[src/rtl/fifotx.sv]
// fifotx: drains words from an upstream single-clock FIFO and sends each one
// as an asynchronous serial frame: start bit, DATA_WIDTH data bits LSB first,
// STOP_BITS stop bits, every bit held CLKS_PER_BIT clocks.
//
// Handshake with the FIFO: remove is a combinational pop strobe, raised only
// in IDLE while enable is high and the FIFO is not empty. The FIFO accepts the
// pop on that same rising edge and presents the word on fifo_do during the
// following cycle (LOAD), where it is captured into the shift register.
module fifotx #(
    parameter int DATA_WIDTH   = 4,
    parameter int CLKS_PER_BIT = 4,
    parameter int STOP_BITS    = 1
) (
    input  logic                  clk,
    input  logic                  flush,
    input  logic                  enable,
    input  logic                  empty,
    input  logic [DATA_WIDTH-1:0] fifo_do,
    output logic                  remove,
    output logic                  txd,
    output logic                  busy,
    output logic                  done
);

    localparam int BAUD_W = (CLKS_PER_BIT > 1) ? $clog2(CLKS_PER_BIT) : 1;
    localparam int BIT_W  = $clog2(DATA_WIDTH + 1);

    typedef enum logic [2:0] {
        IDLE  = 3'd0,
        LOAD  = 3'd1,
        START = 3'd2,
        DATA  = 3'd3,
        STOP  = 3'd4
    } state_t;

    state_t                state;
    state_t                state_nxt;
    logic [BAUD_W-1:0]     baud;
    logic [BIT_W-1:0]      bit_cnt;
    logic [DATA_WIDTH-1:0] shift;
    logic [DATA_WIDTH-1:0] shift_nxt;
    logic                  bit_end;
    logic                  last_data;
    logic                  last_stop;
    logic                  stop_penult;

    // The bit counter is reused in STOP to index the stop bits.
    assign bit_end     = (baud == BAUD_W'(CLKS_PER_BIT - 1));
    assign last_data   = (bit_cnt == BIT_W'(DATA_WIDTH - 1));
    assign last_stop   = (bit_cnt == BIT_W'(STOP_BITS - 1));
    assign stop_penult = (baud == BAUD_W'(CLKS_PER_BIT - 2));
    assign shift_nxt   = shift >> 1;

    // Pop strobe and next-state decode.
    always_comb begin
        remove    = 1'b0;
        state_nxt = state;
        if (state == IDLE && enable && !empty && !flush) begin
            remove = 1'b1;
        end
        case (state)
            IDLE:    if (remove) state_nxt = LOAD;
            LOAD:    state_nxt = START;
            START:   if (bit_end) state_nxt = DATA;
            DATA:    if (bit_end && last_data) state_nxt = STOP;
            STOP:    if (bit_end && last_stop) state_nxt = IDLE;
            default: state_nxt = IDLE;
        endcase
    end

    // State register plus the registered line, status and counters.
    always_ff @(posedge clk) begin
        if (flush) begin
            state   <= IDLE;
            txd     <= 1'b1;
            busy    <= 1'b0;
            done    <= 1'b0;
            baud    <= '0;
            bit_cnt <= '0;
            shift   <= '0;
        end else begin
            state <= state_nxt;
            done  <= 1'b0;
            case (state)
                IDLE: begin
                    txd  <= 1'b1;
                    busy <= 1'b0;
                end
                LOAD: begin
                    shift   <= fifo_do;
                    baud    <= '0;
                    bit_cnt <= '0;
                    txd     <= 1'b0;
                    busy    <= 1'b1;
                end
                START: begin
                    if (bit_end) begin
                        baud    <= '0;
                        bit_cnt <= '0;
                        txd     <= shift[0];
                    end else begin
                        baud <= baud + BAUD_W'(1);
                    end
                end
                DATA: begin
                    if (bit_end) begin
                        baud  <= '0;
                        shift <= shift_nxt;
                        if (last_data) begin
                            bit_cnt <= '0;
                            txd     <= 1'b1;
                        end else begin
                            bit_cnt <= bit_cnt + BIT_W'(1);
                            txd     <= shift_nxt[0];
                        end
                    end else begin
                        baud <= baud + BAUD_W'(1);
                    end
                end
                STOP: begin
                    // done is registered, so raise it one cycle ahead of the
                    // final stop cycle; CLKS_PER_BIT >= 2 keeps that inside STOP.
                    if (last_stop && stop_penult) begin
                        done <= 1'b1;
                    end
                    if (bit_end) begin
                        baud <= '0;
                        if (last_stop) begin
                            bit_cnt <= '0;
                            busy    <= 1'b0;
                        end else begin
                            bit_cnt <= bit_cnt + BIT_W'(1);
                        end
                    end else begin
                        baud <= baud + BAUD_W'(1);
                    end
                end
                default: begin
                    txd  <= 1'b1;
                    busy <= 1'b0;
                end
            endcase
        end
    end

endmodule

[config.mk]
export PLATFORM = sky130hd
export DESIGN_NAME = fifotx
export DESIGN_NICKNAME = d
export VERILOG_FILES = /design/src/rtl/fifotx.sv
export SDC_FILE = /design/constraint.sdc
export NUM_CORES = 1
export LEC_CHECK = 0
export BUFFER_PORTS_ARGS = -buffer_cell sky130_fd_sc_hd__buf_2
export CAP_MARGIN = 20
export CORE_MARGIN = 3
export CORE_UTILIZATION = 45
export DETAILED_ROUTE_END_ITERATION = 8
export PLACE_DENSITY_LB_ADDON = 0.12
export SLEW_MARGIN = 0
export SYNTH_ARGS = -nofsm -noshare
export SYNTH_HDL_FRONTEND = slang
export SYNTH_SLANG_ARGS = --single-unit
[constraint.sdc]
create_clock -name clk -period 2.4 [get_ports clk]
set_input_delay 0.48 -clock clk [delete_from_list [all_inputs] [get_ports clk]]
set_output_delay 0.48 -clock clk [all_outputs]
set_load 0.01 [all_outputs]
# Word-level counts from Yosys, hierarchy flattened

Index checks and enable logic that the tools add are counted.

Register bits after elaboration: 15
Bits of input ports: 8

$add $sub $neg: 2
Eq/ne operators: 14
Muxes and demuxes: 24
Bitwise logic cells: 2
Reduce and logical (&&, ||, !) cells: 21

Operators by type and width:

| kind                | number |
|---|---|
| $mux 3              | 9 |
| $pmux 3 s5          | 1 |
| $ne 2x2->1 const B  | 7 |
| $pmux 3 s4          | 1 |
| $eq 3x2->1 const B  | 3 |
| $pmux 4 s2          | 1 |
| $reduce_and 4->1    | 2 |
| $mux 1              | 7 |
| $logic_and 1x1->1   | 6 |
| $logic_not 3->1     | 2 |
| $reduce_and 3->1    | 2 |
| $eq 2x2->1 const B  | 2 |
| $mux 4              | 1 |
| $pmux 1 s4          | 1 |
| $pmux 2 s2          | 1 |
| $reduce_bool 2->1   | 2 |
| $reduce_bool 4->1   | 1 |
| $reduce_or 2->1     | 2 |
| $add 3x1->3 const B | 1 |
| $eq 3x1->1 const B  | 1 |
| $eq 3x3->1 const B  | 1 |
| $pmux 1 s3          | 1 |
| $reduce_or 3->1     | 1 |
| $add 2x1->2 const B | 1 |
| 4 further kinds     | 6 |

# Logic depth before layout (Yosys ltp)

Depth in word-level cells: 7
Gate-level depth with buffers: 7

# Least setup slack after synthesis

OpenSTA, ideal clock, no wires.

Path type: flip-flop to flip-flop
Start: register bit_cnt[0]
End: register bit_cnt[2]
Setup time: 91 ps
Arrival time: 1592 ps
Data required time: 2309 ps
Path slack: 717 ps
Stages on the path, launching flop included: 7
Period minus slack after synthesis: 1683 ps
Cells stage by stage: dfxtp_1 -> ha_1 -> ha_1 -> or4b_1 -> o22ai_1 -> a21oi_1 -> a311oi_1

Cells in the longest elaborated chain, start to end: 4
Elaborated cells between the ends (all ways): 8

Ends and longest elaborated chain:

| element                                   | line     | text |
|---|---|---|
| from (decl)                               | 39       | `logic [BIT_W-1:0] bit_cnt;` |
| from (signal assigned)                    | 113      | `bit_cnt <= bit_cnt + BIT_W'(1);` |
| from (signal assigned)                    | 132      | `bit_cnt <= bit_cnt + BIT_W'(1);` |
| $add 3x1->3, or another cell as far along | 113, 132 |  |
| $mux 3 (on tied branches)                 | 128, 109 |  |
| $mux 3 (on tied branches)                 | 126, 106 |  |
| $pmux 3 s4 *                              | 84       | `case (state)` |

Every way passes the cells marked *; elsewhere a longest branch is shown, timed or not. The select of a mux whose other input is x is not followed.
A chain may end at the register's enable or synchronous reset.

# Final worst setup path

Start: register state[0]
End: output remove

Cells in the longest elaborated chain, start to end: 5

Ends and longest elaborated chain:

| element                        | line | text |
|---|---|---|
| from (decl)                    | 36   | `state_t state;` |
| from (signal assigned)         | 82   | `state <= state_nxt;` |
| $logic_not 3->1                | 58   | `if (state == IDLE && enable && !empty && !flush) begin` |
| $logic_and 1x1->1 (3 in a row) | 58   |  |
| $mux 1                         | 58   |  |
| to (decl)                      | 19   | `output logic remove,` |

No other way between the ends.

==> results.cfg <==
[routing]
wire_per_inst_um = 12.4
detailroute.via_count = 828
ant_nets = 0
routed_wl_um = 1820
first_iter_violations = 21
drc = 0
viasPerCell = 5.63
drt-pass1-iter-count = 6

[die]
die_y_um = 51.4
io_pins = 12
dieArea_um2 = 2640
fp.dieW_um = 51.4
core_um2 = 1840
start_util_pct = 50.4
row_count = 15

[yosys]
synth_most_common_cell = dfxtp_1
ys.warnings.count = 0
ys_types = 38
ys_top_cells_by_count = 15 x dfxtp_1, 12 x inv_1, 8 x a21oi_1
async_flop_share_pct = 0
synth_top_cell_area_share_pct = 32.4
syn_area_per_cell_um2 = 8.20
synthesis.nets = 127
yosys.area.top_type = dfxtp_1
synth.area.top_cells = dfxtp_1 32%, ha_1 8.1%, inv_1 4.9%, a21oi_1 4.3%, o211ai_1 4.0%
ys_seq_elements = 15
seq_area_frac_synth_pct = 32.4
synth_area_um2 = 927
synthesis.instances = 113
ys.flop_type = dfxtp_1
synth_edf_count = 0

[hold_path]
hold_path.class = input port to flop

[critical_path]
reg2reg_slack_ps = 630
arrival_ps = 1470
path_class = flop to output port
critPathLaunchType = flop
required_ps = 1920
crit_path_max_fanout = 15
cp-end-kind = output port

[clock_tree]
cts_buffer_depth = 2
cts_setup_buffers = 0
postCtsHoldBufs = 0
cts_buffers = 3
worstSkewPairLatency_ps = 280
post_cts_resized = 0
cts_sinks = 15
root_buffer = clkbuf_4
clk_pin_slew_ps = 90
cts_tree = done
htreeDepth = 1

[sta]
fin_crit_sh_pct = 81.2
hold_viol = 0
clock_skew_ps = 0.640
setup_viol = 0
timing.fmax_mhz = 513
max_slew_margin_pct = 64.5
period_needed_ps = 1950
drv_slew = 0
grt_setup_unrepaired = no
worst_pin_slew_ps = 532
fin_setup_tns_ps = 0

[placed_design]
hpwl_um = 1330
place.gp.congestion = 0.771
io_buffers = 11
postPlaceCellArea_um2 = 985

[final_layout]
drive_gt1_share_pct = 13.9
fin_nets = 137
fin_area_um2 = 1010
diodes = 0
area.growth.synth_to_final_pct = 9.04
n_fill_cell = 184

[flow_run]
cap_violations = 0

[global_routing]
grt.total_usage_pct = 15.8
grt.busiest_layer = met1
grt_max_degree = 20
met1_usage_pct = 22.6
grt_overflow = 0
grt_pass1_wl_um = 3170
antenna_found_initial = 0
met3_usage_pct = 6.12
grt_pass1_vias = 693
met2_usage_pct = 22.5

[power_and_ir_drop]
p_per_area_nw_per_um2 = 615
peakVddDrop_v = 0.000384
p_leak_nw = 0.385

[run_status]
outcome = finished, final reports clean
==> routing by layer <==
metal  wire length [µm]  vias to the layer above
li1                   -                      428
met3                 91                        2
met1                941                      382
met5                  0                        -
met4                 12                        0
met2                778                       16
==> registers in the layout (all words and copies together) (netlist names) <==
register / flops
bit_cnt: 3
baud: 2
done: 1
busy: 1
shift: 4
state: 3
txd: 1
==> critical path: stages, from the launching register on <==
cell and delay [ps]:
dfxtp_1 620, nor2_1 200, and4_1 240, buf_2 130
==> layout make-up <==
| class | count | area (µm²) | share of cell area [%] |
|---|---|---|---|
| timing repair buffer | 12 | 62.6 | 6.19 |
| inverter | 12 | 45.0 | 4.46 |
| multi-input combinational | 79 | 546 | 54.0 |
| clock buffer | 4 | 26.3 | 2.60 |
| sequential | 15 | 300 | 29.7 |
| tap | 25 | 31.3 | 3.09 |
==> placed cells by master, fill, tap and decap left out, types with 5 or more instances in the layout <==
master	n
nand2_1	6
inv_1	12
a21oi_1	8
nand3_1	6
dfxtp_1	15
o211ai_1	5
nor2_1	5
buf_2	11
ha_1	6
o21ai_0	5
==> logic make-up after synthesis <==
logic type,after synthesis,synth area share [%]
buf+inv,19,8.77
flops,15,32.4
mux,4,4.59
simple gates,36,22.4
fa+ha+maj,6,8.10
compound gates,33,23.8
==> power breakdown <==
group	total (mW)	internal (mW)	switching, mW
Sequential	0.312	0.278	0.0339
Clock	0.144	0.0645	0.0791
Combinational	0.167	0.0769	0.0897
==> metrics by stage <==
stage,utilization [%],setup slack (ps),hold WS [ps],total power [mW],std cells
6_report,55.0,451,475,0.622,147
5_1_grt,55.0,296,462,0.674,147
4_1_cts,55.0,458,467,0.633,147
3_5_place_dp,53.5,639,465,0.483,143
3_3_place_gp,53.5,679,459,0.482,143
2_1_floorplan,-,717,437,0.443,113
==> path summary, 6_finish.rpt <==
check,from,end,cells after the start
hold / removal,fifo_do[3],shift[3]$_SDFFE_PP0P_,3
setup / recovery,state[0]$_SDFFE_PP0P_,remove,3
hold reg to reg,shift[2]$_SDFFE_PP0P_,shift[2]$_SDFFE_PP0P_,2
setup reg to reg,bit_cnt[0]$_SDFFE_PP0P_,bit_cnt[2]$_SDFFE_PP0P_,6
No activity file was read; power rests on OpenSTA's default activity.
